### src/rtl/sync_fifo_fwft.sv
// -----------------------------------------------------------------------------
// sync_fifo_fwft
//   Single-clock FIFO used between pipeline stages of the core.  Storage is
//   an internal register array of DEPTH = 2**ADDR_WIDTH words.  Occupancy is
//   tracked with an ADDR_WIDTH+1 bit counter, so a completely full FIFO is
//   distinguished from an empty one without wasting an entry.
//
//   Read modes (parameter FWFT):
//     0 : standard registered read.  A pop loads rd_data one cycle later and
//         pulses rd_valid for that cycle.  rd_data otherwise holds.
//     1 : first-word-fall-through.  rd_data always shows the oldest word,
//         rd_valid = !empty, rd_en acknowledges/pops the shown word.
//
//   Optional build macro SYNC_FIFO_ERR_EN adds sticky overflow/underflow
//   flags cleared by rst or err_clr.  Without it those outputs are tied low
//   and err_clr is ignored.
//
// Ports:
//   clk          in   rising-edge clock
//   rst          in   synchronous active-high reset
//   wr_en        in   write request (accepted when not full)
//   wr_data      in   write data [DATA_WIDTH]
//   rd_en        in   read request / FWFT acknowledge (accepted when not empty)
//   rd_data      out  read data [DATA_WIDTH]
//   rd_valid     out  standard: newly popped word present; FWFT: !empty
//   full         out  level == DEPTH
//   empty        out  level == 0
//   almost_full  out  level >= AFULL_THRESH
//   almost_empty out  level <= AEMPTY_THRESH
//   level        out  occupancy 0..DEPTH [ADDR_WIDTH+1]
//   overflow     out  sticky: write attempted while full (SYNC_FIFO_ERR_EN)
//   underflow    out  sticky: read attempted while empty (SYNC_FIFO_ERR_EN)
//   err_clr      in   clears overflow/underflow (SYNC_FIFO_ERR_EN)
// -----------------------------------------------------------------------------
module sync_fifo_fwft #(
    parameter int DATA_WIDTH    = 8,
    parameter int ADDR_WIDTH    = 3,
    parameter int FWFT          = 0,
    parameter int AFULL_THRESH  = (1 << ADDR_WIDTH) - 1,
    parameter int AEMPTY_THRESH = 1
) (
    input  logic                  clk,
    input  logic                  rst,
    input  logic                  wr_en,
    input  logic [DATA_WIDTH-1:0] wr_data,
    input  logic                  rd_en,
    output logic [DATA_WIDTH-1:0] rd_data,
    output logic                  rd_valid,
    output logic                  full,
    output logic                  empty,
    output logic                  almost_full,
    output logic                  almost_empty,
    output logic [ADDR_WIDTH:0]   level,
    output logic                  overflow,
    output logic                  underflow,
    input  logic                  err_clr
);

    localparam int DEPTH = 1 << ADDR_WIDTH;

    localparam logic [ADDR_WIDTH:0]   DEPTH_LVL  = {1'b1, {ADDR_WIDTH{1'b0}}};
    localparam logic [ADDR_WIDTH:0]   AFULL_LVL  = (ADDR_WIDTH+1)'(AFULL_THRESH);
    localparam logic [ADDR_WIDTH:0]   AEMPTY_LVL = (ADDR_WIDTH+1)'(AEMPTY_THRESH);
    localparam logic [ADDR_WIDTH-1:0] PTR_ONE    = ADDR_WIDTH'(1);

    // Elaboration-time threshold legality check.
    sync_fifo_fwft_param_chk #(
        .DEPTH         (DEPTH),
        .AFULL_THRESH  (AFULL_THRESH),
        .AEMPTY_THRESH (AEMPTY_THRESH)
    ) u_param_chk ();

    logic [DATA_WIDTH-1:0] mem_r [DEPTH];
    logic [ADDR_WIDTH-1:0] head_r;
    logic [ADDR_WIDTH-1:0] tail_r;
    logic [ADDR_WIDTH:0]   level_r;
    logic                  full_r;
    logic                  empty_r;
    logic                  afull_r;
    logic                  aempty_r;

    logic                  push_s;
    logic                  pop_s;
    logic [ADDR_WIDTH:0]   level_nxt_s;
    logic                  full_nxt_s;
    logic                  empty_nxt_s;
    logic                  afull_nxt_s;
    logic                  aempty_nxt_s;

    // Transfers are qualified by the flags registered at the start of the
    // cycle, so a full FIFO never writes through and an empty one never
    // bypasses.
    always_comb begin
        push_s       = wr_en && !full_r;
        pop_s        = rd_en && !empty_r;
        level_nxt_s  = level_r + {{ADDR_WIDTH{1'b0}}, push_s}
                               - {{ADDR_WIDTH{1'b0}}, pop_s};
        full_nxt_s   = (level_nxt_s == DEPTH_LVL);
        empty_nxt_s  = (level_nxt_s == {(ADDR_WIDTH+1){1'b0}});
        afull_nxt_s  = (level_nxt_s >= AFULL_LVL);
        aempty_nxt_s = (level_nxt_s <= AEMPTY_LVL);
    end

    // Storage array; contents are deliberately not reset.
    always_ff @(posedge clk) begin
        if (push_s && !rst) begin
            mem_r[head_r] <= wr_data;
        end
    end

    // Pointers, occupancy and status flags.  Flags are registered from the
    // next level so they line up with level itself.
    always_ff @(posedge clk) begin
        if (rst) begin
            head_r   <= {ADDR_WIDTH{1'b0}};
            tail_r   <= {ADDR_WIDTH{1'b0}};
            level_r  <= {(ADDR_WIDTH+1){1'b0}};
            full_r   <= 1'b0;
            empty_r  <= 1'b1;
            afull_r  <= 1'b0;
            aempty_r <= 1'b1;
        end else begin
            if (push_s) begin
                head_r <= head_r + PTR_ONE;
            end
            if (pop_s) begin
                tail_r <= tail_r + PTR_ONE;
            end
            level_r  <= level_nxt_s;
            full_r   <= full_nxt_s;
            empty_r  <= empty_nxt_s;
            afull_r  <= afull_nxt_s;
            aempty_r <= aempty_nxt_s;
        end
    end

    assign level        = level_r;
    assign full         = full_r;
    assign empty        = empty_r;
    assign almost_full  = afull_r;
    assign almost_empty = aempty_r;

    generate
        if (FWFT != 0) begin : g_fwft
            // Oldest word is always visible; rd_en only advances the tail.
            assign rd_data  = mem_r[tail_r];
            assign rd_valid = !empty_r;
        end else begin : g_std
            logic [DATA_WIDTH-1:0] rd_data_r;
            logic                  rd_valid_r;

            // Registered read port: one-cycle latency, data holds between pops.
            always_ff @(posedge clk) begin
                if (rst) begin
                    rd_data_r  <= {DATA_WIDTH{1'b0}};
                    rd_valid_r <= 1'b0;
                end else if (pop_s) begin
                    rd_data_r  <= mem_r[tail_r];
                    rd_valid_r <= 1'b1;
                end else begin
                    rd_valid_r <= 1'b0;
                end
            end

            assign rd_data  = rd_data_r;
            assign rd_valid = rd_valid_r;
        end
    endgenerate

`ifdef SYNC_FIFO_ERR_EN
    logic overflow_r;
    logic underflow_r;

    // Sticky error flags; err_clr wins over a set in the same cycle.
    always_ff @(posedge clk) begin
        if (rst) begin
            overflow_r  <= 1'b0;
            underflow_r <= 1'b0;
        end else if (err_clr) begin
            overflow_r  <= 1'b0;
            underflow_r <= 1'b0;
        end else begin
            if (wr_en && full_r) begin
                overflow_r <= 1'b1;
            end
            if (rd_en && empty_r) begin
                underflow_r <= 1'b1;
            end
        end
    end

    assign overflow  = overflow_r;
    assign underflow = underflow_r;
`else
    logic err_clr_unused_s;

    assign err_clr_unused_s = err_clr;
    assign overflow         = 1'b0;
    assign underflow        = 1'b0;
`endif

endmodule

// -----------------------------------------------------------------------------
// sync_fifo_fwft_param_chk
//   Elaboration-only checker for the FIFO threshold parameters.
//   Legal: 1 <= AFULL_THRESH <= DEPTH and 0 <= AEMPTY_THRESH < DEPTH.
//   No ports.
// -----------------------------------------------------------------------------
module sync_fifo_fwft_param_chk #(
    parameter int DEPTH         = 8,
    parameter int AFULL_THRESH  = 7,
    parameter int AEMPTY_THRESH = 1
) ();

    generate
        if ((AFULL_THRESH < 1) || (AFULL_THRESH > DEPTH) ||
            (AEMPTY_THRESH < 0) || (AEMPTY_THRESH >= DEPTH)) begin : g_bad_thresh
            $error("sync_fifo_fwft: illegal AFULL_THRESH/AEMPTY_THRESH for DEPTH");
        end
    endgenerate

endmodule

### config.mk
export PLATFORM = sky130hd
export DESIGN_NAME = sync_fifo_fwft
export DESIGN_NICKNAME = d
export VERILOG_FILES = /design/src/rtl/sync_fifo_fwft.sv
export SDC_FILE = /design/constraint.sdc
export NUM_CORES = 1
export LEC_CHECK = 0
export CAP_MARGIN = 5
export CORE_AREA = 8 8 74 109
export DETAILED_ROUTE_END_ITERATION = 8
export DIE_AREA = 0 0 82 117
export HOLD_SLACK_MARGIN = 0.08
export PLACE_DENSITY = 0.81
export SKIP_CTS_REPAIR_TIMING = 1
export SLEW_MARGIN = 20
export SYNTH_ARGS = -nofsm -noshare
export SYNTH_HDL_FRONTEND = slang
export SYNTH_SLANG_ARGS = --single-unit
### constraint.sdc
create_clock -name clk -period 3 [get_ports clk]
set_input_delay 0.6 -clock clk [delete_from_list [all_inputs] [get_ports clk]]
set_output_delay 0.6 -clock clk [all_outputs]
set_load 0.05 [all_outputs]
# After elaboration in Yosys (flattened, before gate mapping)
# Memories as Yosys holds them, arrays and structs flattened. A register that Yosys moved wholly into a read port is not among the register bits.
# Cells that the tools add are included.
# op_classes
addsub	4
order_cmp	2
n_eq_ne	1
mux	3
n_reduce_logical	7
# ops
op	count
$add 3x1->3 const B	2
$add 4x1->4	1
$eq 4x4->1 const B	1
$ge 4x3->1 const B	1
$le 4x1->1 const B	1
$logic_not 4->1	1
$sub 4x1->4	1
$logic_and 1x1->1	3
$logic_not 1->1	3
$mux 1	3
# word_totals
register_bits	15
mem_bits_rw	64
inputBits	13
elab_cells	26
n_memories	1
# mem_list
name	depth	word_bits	read_ports	rd_ports_with_merged_regs	wr	line	text
mem_r	8	8	1	1	1	73	logic [DATA_WIDTH-1:0] mem_r [DEPTH];

# Depth between registers and ports, before layout
# logic_depth
word_depth	5
depth_mapped	10
depth_no_buf	9

# Worst setup path before layout
# OpenSTA, ideal clock, no wires.
# synth_timing
path_type	register to register
from	register empty_r, in the netlist empty
to	register full_r, in the netlist full
setup_ps	81
arrival_time_ps	2360
required_time_ps	2919
slack_ps	559
stages_incl_launch_ff	11
path_buffers	1
period_less_slack_ps	2441
path_cell_list	dfxtp_1 > nand2b_1 > inv_2 > buf_2 > ha_1 > inv_1 > ha_1 > fa_1 > xor2_1 > nor3_1 > nor3b_1
# synth_via
elab_chain_cells	4
# synth_lines
item	line	text
start, declared	78	logic empty_r;
start signal, assigned	131	empty_r <= empty_nxt_s;
$logic_not 1->1	95	pop_s = rd_en && !empty_r;
$logic_and 1x1->1	95	
via pop_s	83	logic pop_s;
$sub 4x1->4	97	- {{ADDR_WIDTH{1'b0}}, pop_s};
$eq 4x4->1	98	full_nxt_s = (level_nxt_s == DEPTH_LVL);
end signal, assigned	130	full_r <= full_nxt_s;
end, declared	77	logic full_r;
# The timed path passes the listed nets, and every way through them passes these cells.
# A chain may end at the register's enable or synchronous reset.

# Worst setup path in the final report
# layout_timing
from	input wr_en
to	register full_r, in the netlist full
# layout_via
elab_chain_cells	4
# layout_lines
item	line	text
start, declared	44	input logic wr_en,
$logic_and 1x1->1	94	push_s = wr_en && !full_r;
$add 4x1->4	96	level_nxt_s = level_r + {{ADDR_WIDTH{1'b0}}, push_s}
$sub 4x1->4	97	
via level_nxt_s[1]	84	logic [ADDR_WIDTH:0] level_nxt_s;
$eq 4x4->1	98	
# The timed path passes the listed nets, and every way through them passes these cells.

==> impl_metrics.env <==
export IMPL_remaining_drc_errors=0
export IMPL_crit_slowest_cell="sky130_fd_sc_hd__fa_1"
export IMPL_holdCritStartpoint="tail_r[1]"
export IMPL_cp_arrival_ps=2760
export IMPL_ys_seq_elements=87
export IMPL_area_taken_by_multi_input_logic_gates_um2=989.7
export IMPL_critical_path_required_ps=3250
export IMPL_final_net_count=296
export IMPL_hold_violations=0
export IMPL_initial_utilization=0.5352
export IMPL_worst_hold_slack_ps=527.8
export IMPL_layout_area_seq_mm2=0.002384
export IMPL_dominantRegCellSynth="sky130_fd_sc_hd__edfxtp_1"
export IMPL_route_final_wire_length_mm=6.455
export IMPL_globalplace_congestion=0.7256
export IMPL_clkSlewWorstSetupHoldPaths_ps=70
export IMPL_synthCells=239
export IMPL_max_slew_margin=0.4247
export IMPL_hold_path_class="reg -> reg"
export IMPL_post_drt_via_cell_ratio=5.487
export IMPL_ctsLongestPathBuffers=2
export IMPL_timing_setup_tns_ps=0
export IMPL_worst_setup_path_end_kind="flip-flop"
export IMPL_netlist_top_cell_by_area="sky130_fd_sc_hd__edfxtp_1"
export IMPL_die_w_um=82
export IMPL_antenna_found_initial=0
export IMPL_critical_path_max_stage_delay_ps=500
export IMPL_synth_commonest_cells="sky130_fd_sc_hd__edfxtp_1 (64), sky130_fd_sc_hd__mux2i_1 (33), sky130_fd_sc_hd__dfxtp_1 (23)"
export IMPL_hpwl_mm=4.360
export IMPL_cts_buffers_inserted=9
export IMPL_finalSetupViolations=0
export IMPL_rsz_0062_raised_after_global_routing="no"
export IMPL_synth_mux_area_frac=0.09388
export IMPL_clk_root_buffer_cell="sky130_fd_sc_hd__clkbuf_8"
export IMPL_outcome="completed"
export IMPL_synth_top_cell_area_share=0.5462
export IMPL_route_antenna_remaining_nets=0
export IMPL_synth_xor_xnor_area_share=0.01743
export IMPL_drive_above_1_share=0.1219
export IMPL_final_min_clock_period_ps=2510
export IMPL_finalCritPeriodShare=0.8366
export IMPL_buffer_ports_inserted=28
export IMPL_coreArea_mm2=0.006574
export IMPL_grt_first_pass_wirelength_mm=9.970
export IMPL_main_combinational_cell_family_by_area_after_synthesis="multiplexers"
export IMPL_die_area_mm2=0.009594
export IMPL_worstSetupStartpointType="input pin"
export IMPL_synth_adder_area_share=0.02703
export IMPL_grt_max_degree=29
export IMPL_async_flop_share=0
export IMPL_global_route_usage_total=0.1461
export IMPL_clock_skew_final_ps=6.246
export IMPL_tightestPinTransition_ps=861.2
export IMPL_p_leak_uw=0.001370
export IMPL_worstSkewPairLatency_ps=340
export IMPL_number_of_synthesized_flops_with_an_enable_pin=64
export IMPL_syn_cell_area_mm2=0.003518
export IMPL_layout_area_overhead_vs_synth_pct=14.12
export IMPL_first_pass_iters=4
export IMPL_clock_fmax_mhz=398.4
export IMPL_reg_to_reg_startpoint="full"
export IMPL_fillers=494
export IMPL_yosys_cell_types_count=33
export IMPL_ios=32
export IMPL_total_grt_overflow=0
export IMPL_tritoncts_clock_tree="built"
export IMPL_max_slew_violations=0
export IMPL_power_density_cell_area_mw_per_mm2=809.6
export IMPL_num_vias=1959
export IMPL_seq_area_frac_synth=0.6771
export IMPL_antenna_cells=0
export IMPL_highest_net_fanout_along_the_worst_path=4
export IMPL_layout_core_utilization=0.6108
export IMPL_synth_most_common_cell="sky130_fd_sc_hd__edfxtp_1"
export IMPL_num_rows=37
export IMPL_fraction_of_the_mapped_netlist_area_in_compound_gates=0.05619
export IMPL_cap_viol_max_count=0
export IMPL_clock_sinks=87
export IMPL_crit_path_from="wr_en"
export IMPL_post_drt_wl_per_cell_um=18.08
export IMPL_yosysWarningCount=0
export IMPL_synth_simple_gate_area_frac=0.08464
export IMPL_vdd_ir_drop_worst_uv=852.9
export IMPL_htree_levels=3
export IMPL_crit_path_cell_trace="clkdlybuf4s50_1, nor2b_1, inv_2, ha_1, inv_1, ha_1, fa_1, nor3_1, nor3b_1"
export IMPL_critical_path_class="in -> reg"
export IMPL_drt_initial_drc_count=230
export IMPL_netlist_top_cells_area="sky130_fd_sc_hd__edfxtp_1 (55%), sky130_fd_sc_hd__dfxtp_1 (13%), sky130_fd_sc_hd__mux2i_1 (9.4%), sky130_fd_sc_hd__a22oi_1 (3.4%), sky130_fd_sc_hd__nor3_2 (2.3%)"
export IMPL_die_height_um=117
export IMPL_cpMostUsedCell="sky130_fd_sc_hd__ha_1"
export IMPL_postSynthAreaPerCell_um2=14.72
export IMPL_grt_pass1_vias=2011
## path summary, 6_finish.rpt
kind / slack, ps / end / cells past startpoint
hold reg to reg: 530 / tail_r[1] / 2
setup reg to reg: 890 / full / 8
setup / recovery: 490 / full / 9
hold / removal: 530 / tail_r[1] / 2
## cell type report
| class | count | share of cell area |
|---|---|---|
| flip-flops and latches | 87 | 0.5936 |
| clock buffers | 11 | 0.03272 |
| well taps | 78 | 0.02431 |
| multi-input cells | 131 | 0.2465 |
| repair buffers | 41 | 0.09411 |
| inverters | 6 | 0.005609 |
| clock inverters | 3 | 0.003116 |
## state kept, by name, summed over array words and instances (netlist names)
register,count
almost_empty,1
almost_full,1
empty,1
full,1
head_r,3
level,4
mem_r,64
rd_data,8
rd_valid,1
tail_r,3
## power breakdown
group          switching, µW  internal [µW]
logic                    652            436
clock network            349            285
registers                113           1420
## cell usage in the layout, fill, tap and decap left out, types with 3 or more instances in the layout
cell                              synthesis  routed
sky130_fd_sc_hd__clkbuf_8                 0       9
sky130_fd_sc_hd__nand2b_1                 3       3
sky130_fd_sc_hd__ha_1                     6       6
sky130_fd_sc_hd__nor3_1                   3       3
sky130_fd_sc_hd__edfxtp_1                64      64
sky130_fd_sc_hd__clkdlybuf4s50_1          0      28
sky130_fd_sc_hd__nor2_1                  19      19
sky130_fd_sc_hd__a22oi_1                 16      16
sky130_fd_sc_hd__xnor2_1                  3       3
sky130_fd_sc_hd__nor2b_1                  6       6
sky130_fd_sc_hd__mux2i_1                 33      33
sky130_fd_sc_hd__nor3_2                   8       8
sky130_fd_sc_hd__xor2_1                   4       4
sky130_fd_sc_hd__inv_1                    4       4
sky130_fd_sc_hd__nand2_1                  5       5
sky130_fd_sc_hd__dfxtp_1                 23      22
sky130_fd_sc_hd__a21oi_1                 11      11
sky130_fd_sc_hd__a21o_1                   3       3
sky130_fd_sc_hd__buf_4                    2      13
## routing by layer
layer | track usage | vias up | wire length (µm)
met1 | 0.1459 | 961 | 2327
met4 | 0.08588 | 0 | 134
met2 | 0.2659 | 42 | 3729
li1 | - | 947 | -
met3 | 0.03135 | 9 | 264
met5 | 0 | - | 0
## worst max-delay path, delay by kind of cell
family                   cells  cell delay [ps]
adder cells (fa/ha/maj)      3              960
AND/OR/NAND/NOR              3              670
buffers and inverters        3              520
## cells by family (layout without fill, tap and decap cells)
group,count (synthesis),count (layout)
flip-flops,87,87
AND/OR/NAND/NOR,52,52
multiplexers,33,33
AO/OA/AOI/OAI,30,30
buffers and inverters,22,61
adder cells (fa/ha/maj),7,7
XOR/XNOR,7,7
other,1,2
## through the flow
| stage | cell area (µm²) | power, µW | worst slack (ps) | instances |
|---|---|---|---|---|
| global placement | 3871 | 2618 | 144.4 | 343 |
| global route | 4015 | 3418 | 291.6 | 357 |
| floorplan | 3522 | 2374 | 559.5 | 240 |
| finish | 4015 | 3251 | 490.1 | 357 |
| CTS | 4015 | 3283 | 494.1 | 357 |
| detailed placement | 3871 | 2653 | 146.5 | 343 |
No activity file was read; power rests on OpenSTA's default activity.
